<file path="src/rtl/timer_irq_pkg.sv">
// timer_irq_pkg: register offsets, CTRL/STATUS bit positions and prescaler default shared by the timer
package timer_irq_pkg;

    localparam logic [7:0] PRESCALE_DEF = 8'd24;

    typedef enum logic [2:0] {
        REG_CNT_LO   = 3'd0,
        REG_CNT_HI   = 3'd1,
        REG_RLD_LO   = 3'd2,
        REG_RLD_HI   = 3'd3,
        REG_CTRL     = 3'd4,
        REG_STATUS   = 3'd5,
        REG_PRESCALE = 3'd6
    } reg_t;

    localparam int CTRL_EN      = 0;
    localparam int CTRL_IE      = 1;
    localparam int CTRL_ONESHOT = 2;
    localparam int STAT_EXP     = 0;
    localparam int STAT_RUN     = 1;

    typedef struct packed {
        logic oneshot;
        logic ie;
        logic en;
    } ctrl_t;

endpackage

</file>
<file path="src/rtl/timer_prescaler.sv">
// timer_prescaler: counts 0..divisor while enabled and pulses tick on wrap; divisor is latched per period
module timer_prescaler (
    input  logic       clk,
    input  logic       rst,
    input  logic       enable,
    input  logic       clear,
    input  logic [7:0] divisor,
    output logic       tick
);

    logic [7:0] cnt;
    logic [7:0] limit;

    assign tick = enable && !clear && (cnt == limit);

    // restart the period on reset, clear or wrap, picking up the current divisor only then
    always_ff @(posedge clk) begin
        if (rst || clear || tick) begin
            cnt   <= 8'd0;
            limit <= divisor;
        end else if (enable) begin
            cnt <= cnt + 8'd1;
        end
    end

endmodule

</file>
<file path="src/rtl/timer_irq.sv">
// timer_irq: 16-bit reloading down-counter with prescaler and interrupt; define TIMER_SNAPSHOT_EN for atomic CNT_LO/CNT_HI reads
module timer_irq
    import timer_irq_pkg::*;
#(
    parameter logic [7:0] PRESCALE_RST = PRESCALE_DEF
) (
    input  logic       clk_25mhz,
    input  logic       rst,
    input  logic       cs,
    input  logic       we,
    input  logic       rd,
    input  logic [7:0] addr,
    input  logic [7:0] data_in,
    output logic [7:0] data_out,
    output logic       irq_n
);

    reg_t        sel;
    ctrl_t       ctrl;
    logic [15:0] count;
    logic [15:0] reload;
    logic [7:0]  prescale;
    logic        exp;
    logic        tick;
    logic        wr_ctrl;
    logic        en_rise;
    logic        expire;
    logic        w1c;
    logic [7:0]  cnt_hi;
    logic        unused;

    assign sel     = reg_t'(addr[2:0]);
    assign wr_ctrl = we && (sel == REG_CTRL);
    assign en_rise = wr_ctrl && data_in[CTRL_EN] && !ctrl.en;
    assign expire  = tick && (count == 16'd0);
    assign w1c     = we && (sel == REG_STATUS) && data_in[STAT_EXP];

    timer_prescaler u_prescaler (
        .clk     (clk_25mhz),
        .rst     (rst),
        .enable  (ctrl.en),
        .clear   (en_rise),
        .divisor (prescale),
        .tick    (tick)
    );

    // register writes, counter update, expiry flag and registered interrupt
    always_ff @(posedge clk_25mhz) begin
        if (rst) begin
            count    <= 16'd0;
            reload   <= 16'd0;
            ctrl     <= '0;
            exp      <= 1'b0;
            prescale <= PRESCALE_RST;
            irq_n    <= 1'b1;
        end else begin
            if (we && sel == REG_RLD_LO) reload[7:0] <= data_in;
            if (we && sel == REG_RLD_HI) reload[15:8] <= data_in;
            if (we && sel == REG_PRESCALE) prescale <= data_in;
            if (wr_ctrl) ctrl <= ctrl_t'(data_in[2:0]);
            if (en_rise) count <= reload;
            else if (tick) count <= (count != 16'd0) ? count - 16'd1 : (ctrl.oneshot ? 16'd0 : reload);
            if (expire && ctrl.oneshot) ctrl.en <= 1'b0;
            exp   <= expire || (exp && !w1c);
            irq_n <= !(exp && ctrl.ie);
        end
    end

`ifdef TIMER_SNAPSHOT_EN
    logic [7:0] snap;

    // latch the high byte when the low byte is read so a LO-then-HI pair is coherent
    always_ff @(posedge clk_25mhz) begin
        if (rst) snap <= 8'h00;
        else if (rd && sel == REG_CNT_LO) snap <= count[15:8];
    end

    assign cnt_hi = snap;
    assign unused = ^{cs, addr[7:3]};
`else
    assign cnt_hi = count[15:8];
    assign unused = ^{cs, rd, addr[7:3]};
`endif

    // read mux, combinational from the low address bits
    always_comb begin
        case (sel)
            REG_CNT_LO:   data_out = count[7:0];
            REG_CNT_HI:   data_out = cnt_hi;
            REG_RLD_LO:   data_out = reload[7:0];
            REG_RLD_HI:   data_out = reload[15:8];
            REG_CTRL:     data_out = {5'd0, ctrl};
            REG_STATUS:   data_out = {6'd0, ctrl.en, exp};
            REG_PRESCALE: data_out = prescale;
            default:      data_out = 8'h00;
        endcase
    end

endmodule
</file>
<file path="config.mk">
export PLATFORM = sky130hd
export DESIGN_NAME = timer_irq
export DESIGN_NICKNAME = d
export VERILOG_FILES = /design/src/rtl/timer_irq_pkg.sv /design/src/rtl/timer_prescaler.sv /design/src/rtl/timer_irq.sv
export SDC_FILE = /design/constraint.sdc
export NUM_CORES = 1
export LEC_CHECK = 0
export CAP_MARGIN = 20
export CORE_MARGIN = 2
export CORE_UTILIZATION = 40
export CTS_CLUSTER_SIZE = 14
export DETAILED_ROUTE_END_ITERATION = 8
export SETUP_SLACK_MARGIN = 0.1
export SKIP_LAST_GASP = 1
export SYNTH_ARGS = -nofsm -noshare
export SYNTH_HDL_FRONTEND = slang
export SYNTH_SLANG_ARGS = --single-unit
</file>
<file path="constraint.sdc">
create_clock -name clk_25mhz -period 2.3 [get_ports clk_25mhz]
set_input_delay 0.345 -clock clk_25mhz [delete_from_list [all_inputs] [get_ports clk_25mhz]]
set_output_delay 0.345 -clock clk_25mhz [all_outputs]
set_load 0.1 [all_outputs]
</file>
==> flow_metrics.tcl <==
set metrics [dict create \
    status "complete, no violations" \
    worst_voltage_drop_across_the_vdd_grid_uv 521 \
    wl_per_cell_um 17.7 \
    cp_slowest_cell "sky130_fd_sc_hd__mux4_1" \
    floorplan.rows 32 \
    detail_route.iter0.violations 178 \
    power.density_cell_area_nw_per_um2 620 \
    tritoncts "built" \
    route.antenna.remaining_nets 0 \
    length_of_the_first_detailed_routing_pass_in_iterations 5 \
    post_synth_edffs 8 \
    floorplan.core_area_um2 7730 \
    cp_max_fo 10 \
    initial_utilization_pct 41.3 \
    fin_skew_ns 0.0109 \
    synth-seq-cells 61 \
    cts_inserted_buffers 9 \
    number_of_standard_cells_in_the_final_layout_excluding_fillers 503 \
    ys_seq_area_share_pct 40.7 \
    min_path_type "flop to flop" \
    max-clock-path-buffers 2 \
    routed_wl_mm 8.89 \
    fin_crit_ns 2.16 \
    grt_pass1_vias 2636 \
    worst_slack_ns 0.135 \
    design_area_um2 4020 \
    yosys.area.top_type "sky130_fd_sc_hd__dfxtp_1" \
    place.gp.congestion 0.917 \
    total_inserted_antenna_cells 0 \
    drive_above_1_share_pct 20.4 \
    fp.dieW_um 93.4 \
    worst_path_largest_cell_delay_ns 0.55 \
    placement_setup_slack_ns -0.0891 \
    leakagePower_nw 1.46 \
    cts_hold_buffers 0 \
    post_dp_hpwl_mm 6.35 \
    crit_path_end_kind "primary output" \
    ys_dominant_reg_cell "sky130_fd_sc_hd__dfxtp_1" \
    grtUsageTotal_pct 21.8 \
    portBuffers 22 \
    cts_root_buffer "sky130_fd_sc_hd__clkbuf_8" \
    critPathRequiredTime_ns 1.96 \
    insertion_delay_ns 0.35 \
    synth_warnings 0 \
    setup.worst_path.class "input port to primary output" \
    drv_cap 0 \
    slew_headroom_pct 68.5 \
    placed_area_um2 3740 \
    filler_cell_count 719 \
    dieHeight_um 93.4 \
    cts-htree-levels 3 \
    cts.clk_slew.worst_paths_ns 0.08 \
    report.final.hold_viol_count 0 \
    placed_cells_incl_taps 481 \
    grt_max_degree 41 \
    detailroute.via_count 2814 \
    area.growth.synth_to_final_pct 25.7 \
    grt_antenna_before_repair 0 \
    crit_chain "clkdlybuf4s15_1 -> buf_12 -> mux4_1 -> inv_1 -> o22ai_1 -> bufbuf_16" \
    gr-total-overflow 0 \
    critical_path_arrival_ns 1.82 \
    die_area_um2 8720 \
    setup_repair_after_global_routing_missed_its_margin "true" \
    synth_area_per_cell_um2 9.05 \
    synthArstFlopShare_pct 0 \
    vias_per_cell 5.59 \
    netlist_instances 353 \
    cts_num_sinks 61 \
    top_level_ports 30 \
    post-route-drc-count 0 \
    timing_worst_slew_pin_value_ns 0.469 \
    layout.nets 420 \
    achievable-frequency_ghz 0.462 \
    synth.net_count 377 \
    grt_first_pass_wirelength_mm 14.2 \
    yosys-top-cells-area "sky130_fd_sc_hd__dfxtp_1 33%, sky130_fd_sc_hd__edfxtp_1 7.5%, sky130_fd_sc_hd__nand2_1 6.9%" \
    finalSetupViolCount 0 \
    synthDistinctLibCells 57 \
    cp-start-kind "input port" \
    final.period_utilization_pct 94.1 \
    netlist_area_um2 3190 \
    finalMaxSlewViolations 0 \
    synth_top_area_share_pct 33.2 \
    p_total_mw 2.49 \
    r2r_setup_slack_ns 0.17 \
]
cells in the final DEF, fill, tap and decap left out, types with 3 or more instances in the layout:
cell type / count
sky130_fd_sc_hd__buf_12: 10
sky130_fd_sc_hd__dfxtp_2: 3
sky130_fd_sc_hd__xor2_1: 8
sky130_fd_sc_hd__a21oi_1: 27
sky130_fd_sc_hd__nor4_1: 3
sky130_fd_sc_hd__mux4_2: 7
sky130_fd_sc_hd__o21ai_0: 3
sky130_fd_sc_hd__mux2i_1: 15
sky130_fd_sc_hd__ha_1: 3
sky130_fd_sc_hd__xnor2_1: 10
sky130_fd_sc_hd__a32oi_1: 3
sky130_fd_sc_hd__nor2_1: 34
sky130_fd_sc_hd__inv_6: 4
sky130_fd_sc_hd__inv_1: 14
sky130_fd_sc_hd__clkdlybuf4s50_1: 11
sky130_fd_sc_hd__clkbuf_8: 9
sky130_fd_sc_hd__nand3_1: 7
sky130_fd_sc_hd__and3_1: 3
sky130_fd_sc_hd__buf_4: 28
sky130_fd_sc_hd__dfxtp_1: 50
sky130_fd_sc_hd__nor3_1: 8
sky130_fd_sc_hd__o22ai_1: 5
sky130_fd_sc_hd__a211oi_1: 3
sky130_fd_sc_hd__a22oi_1: 3
sky130_fd_sc_hd__nand2_1: 58
sky130_fd_sc_hd__nand4_1: 5
sky130_fd_sc_hd__edfxtp_1: 8
sky130_fd_sc_hd__a221oi_1: 5
sky130_fd_sc_hd__o32ai_1: 8
through the flow:
stage          TNS [ns]  util [%]  hold slack [ns]
3_3_place_gp     -0.122      48.4            0.463
6_report              0      52.0            0.484
3_5_place_dp     -0.300      48.4            0.471
5_1_grt               0      52.0            0.498
2_1_floorplan     -2.26         -            0.377
4_1_cts               0      51.2            0.482
metal layers:
metal	vias up	wire length, um	global-route usage, %
met1	1311	4050	30.4
met3	13	693	6.69
li1	1369	-	-
met5	-	0	0
met4	0	149	6.74
met2	121	4000	32.3
where the power goes:
group | switching, mW | internal [mW] | total (mW)
Clock | 0.483 | 0.517 | 1.00
Combinational | 0.208 | 0.160 | 0.368
Sequential | 0.0222 | 1.10 | 1.12
Total | 0.713 | 1.78 | 2.49
path summary, 6_finish.rpt:
kind / to / depth (start not counted) / startpoint
worst max-delay path: data_out[4] / 6 / addr[0]
worst min-delay path: reload[15]$_SDFFE_PP0P_ / 2 / reload[15]$_SDFFE_PP0P_
worst max register to register: count[12]$_SDFFE_PP0P_ / 7 / count[0]$_SDFFE_PP0P_
worst min register to register: reload[15]$_SDFFE_PP0P_ / 2 / reload[15]$_SDFFE_PP0P_
cell type report:
type	count	area, um^2	area share [%]
Inverter	15	56.3	1.40
Sequential cell	61	1310	32.5
Tap cell	102	128	3.18
Timing Repair Buffer	52	572	14.2
Multi-Input combinational cell	257	1750	43.6
Clock buffer	9	124	3.09
Clock inverter	7	81.3	2.03
cell usage after synthesis (4+ instances only):
cell type,count
sky130_fd_sc_hd__nor3_1,9
sky130_fd_sc_hd__dfxtp_1,53
sky130_fd_sc_hd__o21ai_0,4
sky130_fd_sc_hd__nor2_1,34
sky130_fd_sc_hd__inv_1,14
sky130_fd_sc_hd__nand4_1,5
sky130_fd_sc_hd__xor2_1,8
sky130_fd_sc_hd__mux2i_1,15
sky130_fd_sc_hd__mux4_2,7
sky130_fd_sc_hd__clkbuf_1,12
sky130_fd_sc_hd__o22ai_1,6
sky130_fd_sc_hd__a21oi_1,28
sky130_fd_sc_hd__edfxtp_1,8
sky130_fd_sc_hd__nand2_1,59
sky130_fd_sc_hd__a221oi_1,5
sky130_fd_sc_hd__o32ai_1,8
sky130_fd_sc_hd__nand3_1,7
sky130_fd_sc_hd__xnor2_1,10
kinds of logic after synthesis:
group | Yosys count | synth area share, %
muxes | 23 | 10.5
buffers and inverters | 35 | 5.21
and+or+nand+nor | 138 | 20.8
adders and majority gates | 3 | 1.18
AOI/OAI and AO/OA | 75 | 16.7
xor gates and xnor gates | 18 | 4.94
DFF | 61 | 40.7
worst max-delay path: cells and delay by family:
family / cells / cell delay (ns)
AOI/OAI and AO/OA: 1 / 0.11
buffers and inverters: 4 / 0.80
muxes: 1 / 0.55
registers in the layout (all words and copies together), names as in the netlist:
name	flops
ctrl	3
exp	1
u_prescaler.cnt	8
count	16
u_prescaler.limit	8
irq_n	1
prescale	8
reload	16
what timing repair did:
action,in CTS,in global routing
endpoints found under the setup margin,8,8
gates resized for setup,3,7
hold endpoints to repair,0,0
buffers inserted,0,6
No activity file was read; power rests on OpenSTA's default activity.
